**src/rtl/mux2x1_rr_sel_ctrl_pkg.sv**
```systemverilog
// Shared types for the two-channel round-robin mux select controller.
// State encodings and the default data width live here.
package mux2x1_rr_sel_ctrl_pkg;

  localparam int DEF_WIDTH = 8;

  typedef enum logic [1:0] {
    ST_IDLE = 2'd0,
    ST_GNT0 = 2'd1,
    ST_GNT1 = 2'd2
  } state_e;

endpackage

```
**src/rtl/mux2x1_rr_sel_ctrl_if.sv**
```systemverilog
// Bus bundle for the round-robin mux controller: two input streams,
// the registered mux select and the output stream.
interface mux2x1_rr_sel_ctrl_if
  import mux2x1_rr_sel_ctrl_pkg::*;
#(
  parameter int WIDTH = DEF_WIDTH
);

  logic             a0_valid;
  logic [WIDTH-1:0] a0_data;
  logic             a0_ready;
  logic             a1_valid;
  logic [WIDTH-1:0] a1_data;
  logic             a1_ready;
  logic             s;
  logic             y_valid;
  logic [WIDTH-1:0] y;
  logic             y_ready;

  modport master (
    output a0_valid, a0_data,
    input  a0_ready,
    output a1_valid, a1_data,
    input  a1_ready,
    input  s, y_valid, y,
    output y_ready
  );

  modport slave (
    input  a0_valid, a0_data,
    output a0_ready,
    input  a1_valid, a1_data,
    output a1_ready,
    output s, y_valid, y,
    input  y_ready
  );

endinterface

```
**src/rtl/mux2xN_dataflow.sv**
```systemverilog
// WIDTH-bit 2:1 dataflow mux; s=0 selects a0, s=1 selects a1.
module mux2xN_dataflow #(
  parameter int WIDTH = 8
) (
  output logic [WIDTH-1:0] y,
  input  logic             s,
  input  logic [WIDTH-1:0] a0,
  input  logic [WIDTH-1:0] a1
);

  assign y = s ? a1 : a0;

endmodule

```
**src/rtl/mux2x1_rr_sel_ctrl.sv**
```systemverilog
// Round-robin grant FSM with burst cap driving the mux select, plus a
// one-entry output register fed through the 2:1 data mux.
module mux2x1_rr_sel_ctrl
  import mux2x1_rr_sel_ctrl_pkg::*;
#(
  parameter int WIDTH     = DEF_WIDTH,
  parameter int MAX_BURST = 4
) (
  input logic                  clk,
  input logic                  rst,
  mux2x1_rr_sel_ctrl_if.slave  bus
);

  localparam int CW = $clog2(MAX_BURST + 1);
  typedef logic [CW-1:0] cnt_t;
  localparam cnt_t LAST_BEAT = cnt_t'(MAX_BURST - 1);

  state_e           state_q, state_d;
  logic             s_q, s_d;
  logic             last_q, last_d;
  cnt_t             burst_q, burst_d;
  logic [WIDTH-1:0] y_q, y_d;
  logic             yv_q, yv_d;
  logic [WIDTH-1:0] mux_y;
  logic             space;
  logic             gx;
  logic             ax_v;
  logic             ox_v;

  mux2xN_dataflow #(
    .WIDTH(WIDTH)
  ) u_mux (
    .y  (mux_y),
    .s  (s_q),
    .a0 (bus.a0_data),
    .a1 (bus.a1_data)
  );

  assign space = ~yv_q | bus.y_ready;
  assign gx    = (state_q == ST_GNT1);
  assign ax_v  = gx ? bus.a1_valid : bus.a0_valid;
  assign ox_v  = gx ? bus.a0_valid : bus.a1_valid;

  always_ff @(posedge clk or posedge rst) begin
    if (rst) begin
      state_q <= ST_IDLE;
      s_q     <= 1'b0;
      last_q  <= 1'b1;
      burst_q <= '0;
      y_q     <= '0;
      yv_q    <= 1'b0;
    end else begin
      state_q <= state_d;
      s_q     <= s_d;
      last_q  <= last_d;
      burst_q <= burst_d;
      y_q     <= y_d;
      yv_q    <= yv_d;
    end
  end

  always_comb begin
    state_d      = state_q;
    s_d          = s_q;
    last_d       = last_q;
    burst_d      = burst_q;
    y_d          = y_q;
    yv_d         = yv_q;
    bus.a0_ready = 1'b0;
    bus.a1_ready = 1'b0;
    if (bus.y_ready) yv_d = 1'b0;
    unique case (state_q)
      ST_IDLE: begin
        // Tie goes to the channel that was not served last
        unique case (1'b1)
          bus.a0_valid & (~bus.a1_valid | last_q): begin
            state_d = ST_GNT0;
            s_d     = 1'b0;
          end
          bus.a1_valid & (~bus.a0_valid | ~last_q): begin
            state_d = ST_GNT1;
            s_d     = 1'b1;
          end
          default: ;
        endcase
      end
      ST_GNT0, ST_GNT1: begin
        bus.a0_ready = ~gx & space;
        bus.a1_ready = gx & space;
        if (ax_v & space) begin
          y_d  = mux_y;
          yv_d = 1'b1;
          if (burst_q == LAST_BEAT) begin
            burst_d = '0;
            if (ox_v) begin
              state_d = gx ? ST_GNT0 : ST_GNT1;
              s_d     = ~gx;
              last_d  = gx;
            end
          end else begin
            burst_d = burst_q + cnt_t'(1);
          end
        end else if (space) begin
          state_d = ST_IDLE;
          last_d  = gx;
          burst_d = '0;
        end
      end
      default: state_d = ST_IDLE;
    endcase
  end

  assign bus.s       = s_q;
  assign bus.y       = y_q;
  assign bus.y_valid = yv_q;

endmodule
```
**src/flat_wrapper.sv**
```systemverilog
// flat-port wrapper written by rule: the top's interface ports become plain ports
module mux2x1_rr_sel_ctrl_flat import mux2x1_rr_sel_ctrl_pkg::*;
#(
  parameter int WIDTH     = DEF_WIDTH,
  parameter int MAX_BURST = 4
)
  (clk, rst, bus_a0_valid, bus_a0_data, bus_a0_ready, bus_a1_valid, bus_a1_data, bus_a1_ready, bus_s, bus_y_valid, bus_y, bus_y_ready);
  mux2x1_rr_sel_ctrl_if #(.WIDTH(WIDTH)) bus_i ();
  input logic clk;
  input logic rst;
  input wire logic [$bits(bus_i.a0_valid)-1:0] bus_a0_valid;
  input wire logic [$bits(bus_i.a0_data)-1:0] bus_a0_data;
  output wire logic [$bits(bus_i.a0_ready)-1:0] bus_a0_ready;
  input wire logic [$bits(bus_i.a1_valid)-1:0] bus_a1_valid;
  input wire logic [$bits(bus_i.a1_data)-1:0] bus_a1_data;
  output wire logic [$bits(bus_i.a1_ready)-1:0] bus_a1_ready;
  output wire logic [$bits(bus_i.s)-1:0] bus_s;
  output wire logic [$bits(bus_i.y_valid)-1:0] bus_y_valid;
  output wire logic [$bits(bus_i.y)-1:0] bus_y;
  input wire logic [$bits(bus_i.y_ready)-1:0] bus_y_ready;
  assign bus_i.a0_valid = bus_a0_valid;
  assign bus_i.a0_data = bus_a0_data;
  assign bus_a0_ready = bus_i.a0_ready;
  assign bus_i.a1_valid = bus_a1_valid;
  assign bus_i.a1_data = bus_a1_data;
  assign bus_a1_ready = bus_i.a1_ready;
  assign bus_s = bus_i.s;
  assign bus_y_valid = bus_i.y_valid;
  assign bus_y = bus_i.y;
  assign bus_i.y_ready = bus_y_ready;
  mux2x1_rr_sel_ctrl #(.WIDTH(WIDTH), .MAX_BURST(MAX_BURST)) u_core (.clk(clk), .rst(rst), .bus(bus_i));
endmodule
```
**config.mk**
```make
export PLATFORM = sky130hd
export DESIGN_NAME = mux2x1_rr_sel_ctrl_flat
export DESIGN_NICKNAME = d
export VERILOG_FILES = /design/src/rtl/mux2x1_rr_sel_ctrl_pkg.sv /design/src/rtl/mux2x1_rr_sel_ctrl_if.sv /design/src/rtl/mux2xN_dataflow.sv /design/src/rtl/mux2x1_rr_sel_ctrl.sv /design/src/flat_wrapper.sv
export SDC_FILE = /design/constraint.sdc
export NUM_CORES = 1
export LEC_CHECK = 0
export BUFFER_PORTS_ARGS = -buffer_cell sky130_fd_sc_hd__buf_2
export CAP_MARGIN = 20
export CORE_ASPECT_RATIO = 0.8
export CORE_MARGIN = 2
export CORE_UTILIZATION = 35
export DETAILED_ROUTE_END_ITERATION = 16
export GPL_TIMING_DRIVEN = 0
export PLACE_DENSITY = 0.64
export SETUP_SLACK_MARGIN = 0.2
export SYNTH_ARGS = -nofsm -noshare
export SYNTH_HDL_FRONTEND = slang
export SYNTH_HIERARCHICAL = 1
export SYNTH_SLANG_ARGS = --single-unit
```
**constraint.sdc**
```tcl
create_clock -name clk -period 1.8 [get_ports clk]
set_input_delay 0.36 -clock clk [delete_from_list [all_inputs] [get_ports clk]]
set_output_delay 0.36 -clock clk [all_outputs]
set_load 0.1 [all_outputs]
```
==> metrics.log <==
[metrics] outcome: finished with violations
[metrics] violated checks: negative setup slack
[metrics] Top FF cell, synth: dfrtp_1
[metrics] max_cap viols: 0
[metrics] number of antenna repair diodes: 0
[metrics] Worst Skew: 0.8998 ps
[metrics] Setup Crit Path Kind: flip-flop to flip-flop
[metrics] commonest cells in the netlist: 16 x mux2_4, 15 x dfrtp_1, 7 x nand2_1
[metrics] Worst Setup Slack, final: -136.7 ps
[metrics] count of antenna-violating nets left after detailed routing: 0
[metrics] Clock transition at path regs: 60 ps
[metrics] footprint of the multi-input gates: 725.7 µm²
[metrics] crit-path max FO: 3
[metrics] proportion of register bits with asynchronous set or reset after synthesis: 100.0%
[metrics] Register-to-Register Setup Slack: -140 ps
[metrics] number of standard-cell rows in the floorplan: 17
[metrics] final cell count without fillers: 172
[metrics] Clk Tree Root Cell: clkbuf_8
[metrics] fill cell count: 243
[metrics] routability cong.: 0.7863
[metrics] sequential area share after synthesis: 38.12%
[metrics] ratio of routed vias to standard cells: 4.913
[metrics] count of flip-flops with a built-in enable after synthesis: 0
[metrics] element type at the critical path end: flip-flop
[metrics] Sequential Area: 404.1 µm²
[metrics] final setup fails: 13
[metrics] pin count of the biggest net entering global routing: 17
[metrics] max layer used: met4
[metrics] Initial Utilization: 37.52%
[metrics] initial antenna violation count: 0
[metrics] Pre-antenna DRT Iters: 4
[metrics] share of post-route cells with drive strength above 1: 66.42%
[metrics] Worst Setup Start Kind: flip-flop
[metrics] relative max-transition margin: 58.35%
[metrics] placed cell count: 160
[metrics] die boundary width: 65.34 µm
[metrics] buffers added on ports: 32
[metrics] share of the synthesized area in the top cell type: 35.63%
[metrics] area of the mapped netlist: 1054 µm²
[metrics] syn avg cell area: 11.71 µm²
[metrics] clock latency of the later-clocked register in the worst-skew pair: 250 ps
[metrics] Req. time, crit path: 1940 ps
[metrics] RSZ-0062 raised after global routing: true
[metrics] count of cell types in the netlist: 31
[metrics] fmax: 516.3 MHz
[metrics] setup TNS after final layout: -893.4 ps
[metrics] gate count of the mapped netlist: 90
[metrics] global router's overall resource usage: 15.57%
[metrics] CTS tree: yes
[metrics] slowest CP cell: dfrtp_1
[metrics] Via Count: 845
[metrics] Die Footprint: 3468 µm²
[metrics] Min Hold Slack: 175.5 ps
[metrics] Critical Path Max Stage Delay: 400 ps
[metrics] share of the clock period used by the worst path after layout: 107.6%
[metrics] Slew Viols, Final: 0
[metrics] number of hold buffers added after CTS: 0
[metrics] Synth Warn #: 6
[metrics] number of hold violations in the final report: 0
[metrics] standard cell core area: 2808 µm²
[metrics] chip height: 53.07 µm
[metrics] Critical Path, Cell by Cell: buf_6 > ha_4 > mux2i_4 > or3_4 > a211oi_4 > mux2_4
[metrics] class of the most critical hold timing path: input pin to asynchronous set/reset pin
[metrics] sum of net half-perimeters after detailed placement: 1.695 mm
[metrics] total DRC errors in the routed layout: 0
[metrics] fin crit period: 1937 ps
[metrics] met1 wire length: 1.097 mm
[metrics] Ports: 33
[metrics] library cell with the largest summed area after synthesis: dfrtp_1
[metrics] FF+latch count, synth: 16
[metrics] number of DRC markers after the initial detailed-route iteration: 46
[metrics] global route overflow: 0
[metrics] number of global-route vias before repair: 829
[metrics] cts bufs inserted: 3
[metrics] met2 wire length: 1.234 mm
[metrics] most common cell in the synthesized netlist: mux2_4
[metrics] wire length of the first global-routing pass: 3.912 mm
[metrics] WL met3: 63 µm
[metrics] Max clock buf depth: 2
[metrics] TritonCTS Sinks: 16
[metrics] Tightest Pin Transition: 624.0 ps
[metrics] post-DR wirelength/cell: 14.26 µm
[metrics] Routed WL: 2.453 mm
[metrics] Post-DP Area: 1299 µm²
[metrics] top post-synthesis cells by area: dfrtp_1 36%, mux2_4 23%, ha_1 5.9%
[metrics] area growth from synthesis to final layout: 45.72%
[metrics] cell area after layout: 1535 µm²
[metrics] crit path DAT: 2080 ps
[metrics] Synthesized Nets: 116
[metrics] Final Net Count: 161
[metrics] maximum level of the CTS H-tree: 1
per-layer routing:
metal  vias to the layer above  global-route usage, %
met5                         -                      0
met4                         0                  9.375
met3                         5                  2.553
met2                        16                  26.19
met1                       412                  18.90
li1                        412                      -
metrics by stage:
step                      util (%)  worst slack (ps)
after floorplan                  -            -107.0
after global placement       46.26            -177.1
after detailed placement     46.26            -229.9
after CTS                    53.70            -105.9
after global routing         54.68            -191.9
final                        54.68            -136.7
worst max-delay path: cells and delay by family (launching register included):
family          cells  cell delay (ps)
flops               1              400
fa+ha+maj           1              170
mux                 2              490
simple gates        1              400
buf+inv             1              130
compound gates      1              230
cells by family after synthesis:
group | after synthesis | synth area share, %
AO/OA/AOI/OAI | 17 | 12.12
adder cells (fa/ha/maj) | 5 | 5.938
AND/OR/NAND/NOR | 25 | 13.54
multiplexers | 19 | 25.89
flip-flops | 16 | 38.12
buffers and inverters | 8 | 4.394
registers in the layout (all words and copies together), names as in the netlist:
signal,cells
u_core/last_q,1
u_core/bus.y_valid,1
u_core/bus.y,8
u_core/burst_q,3
u_core/state_q,2
u_core/bus.s,1
worst paths after layout:
check | startpoint | to | cells past startpoint
worst max register to register | u_core/state_q[1] | u_core/bus.s | 6
min in group clk | bus_a1_data[7] | u_core/bus.y[7] | 3
max in group asynchronous | rst | u_core/bus.s | 2
worst min register to register | u_core/burst_q[1] | u_core/burst_q[1] | 2
worst min-delay path | rst | u_core/bus.y[0] | 2
worst max-delay path | u_core/state_q[1] | u_core/bus.s | 6
cell type report:
class                           instances  area share (%)
Clock buffer                            4           2.934
Multi-Input combinational cell         66           47.27
Timing Repair Buffer                   40           16.79
Tap cell                               38           3.097
Inverter                                5           1.385
Sequential cell                        16           26.32
Buffer                                  3           2.200
timing repair:
action,4_1_cts,5_1_grt
pin swaps,4,1
setup buffers,8,0
gates resized for setup,21,6
setup endpoints to repair,16,16
cells in the final DEF (no fill, tap or decap), types with 2 or more instances in the layout:
cell type,Yosys,final
buf_2,1,30
mux2_4,16,17
dfrtp_1,15,13
nand2_1,7,6
buf_4,0,6
buf_6,2,5
nor2b_1,4,4
clkbuf_8,0,3
nand2b_1,3,3
o21ai_0,4,3
inv_1,5,3
ha_4,0,3
buf_12,0,2
a21oi_1,2,2
or2_2,2,2
and2_4,0,2
ha_1,5,2
dfrtp_2,0,2
Power is left out: the tool's default activity adds up to more than one toggle a clock period on the data nets, which glitch-free logic cannot reach.
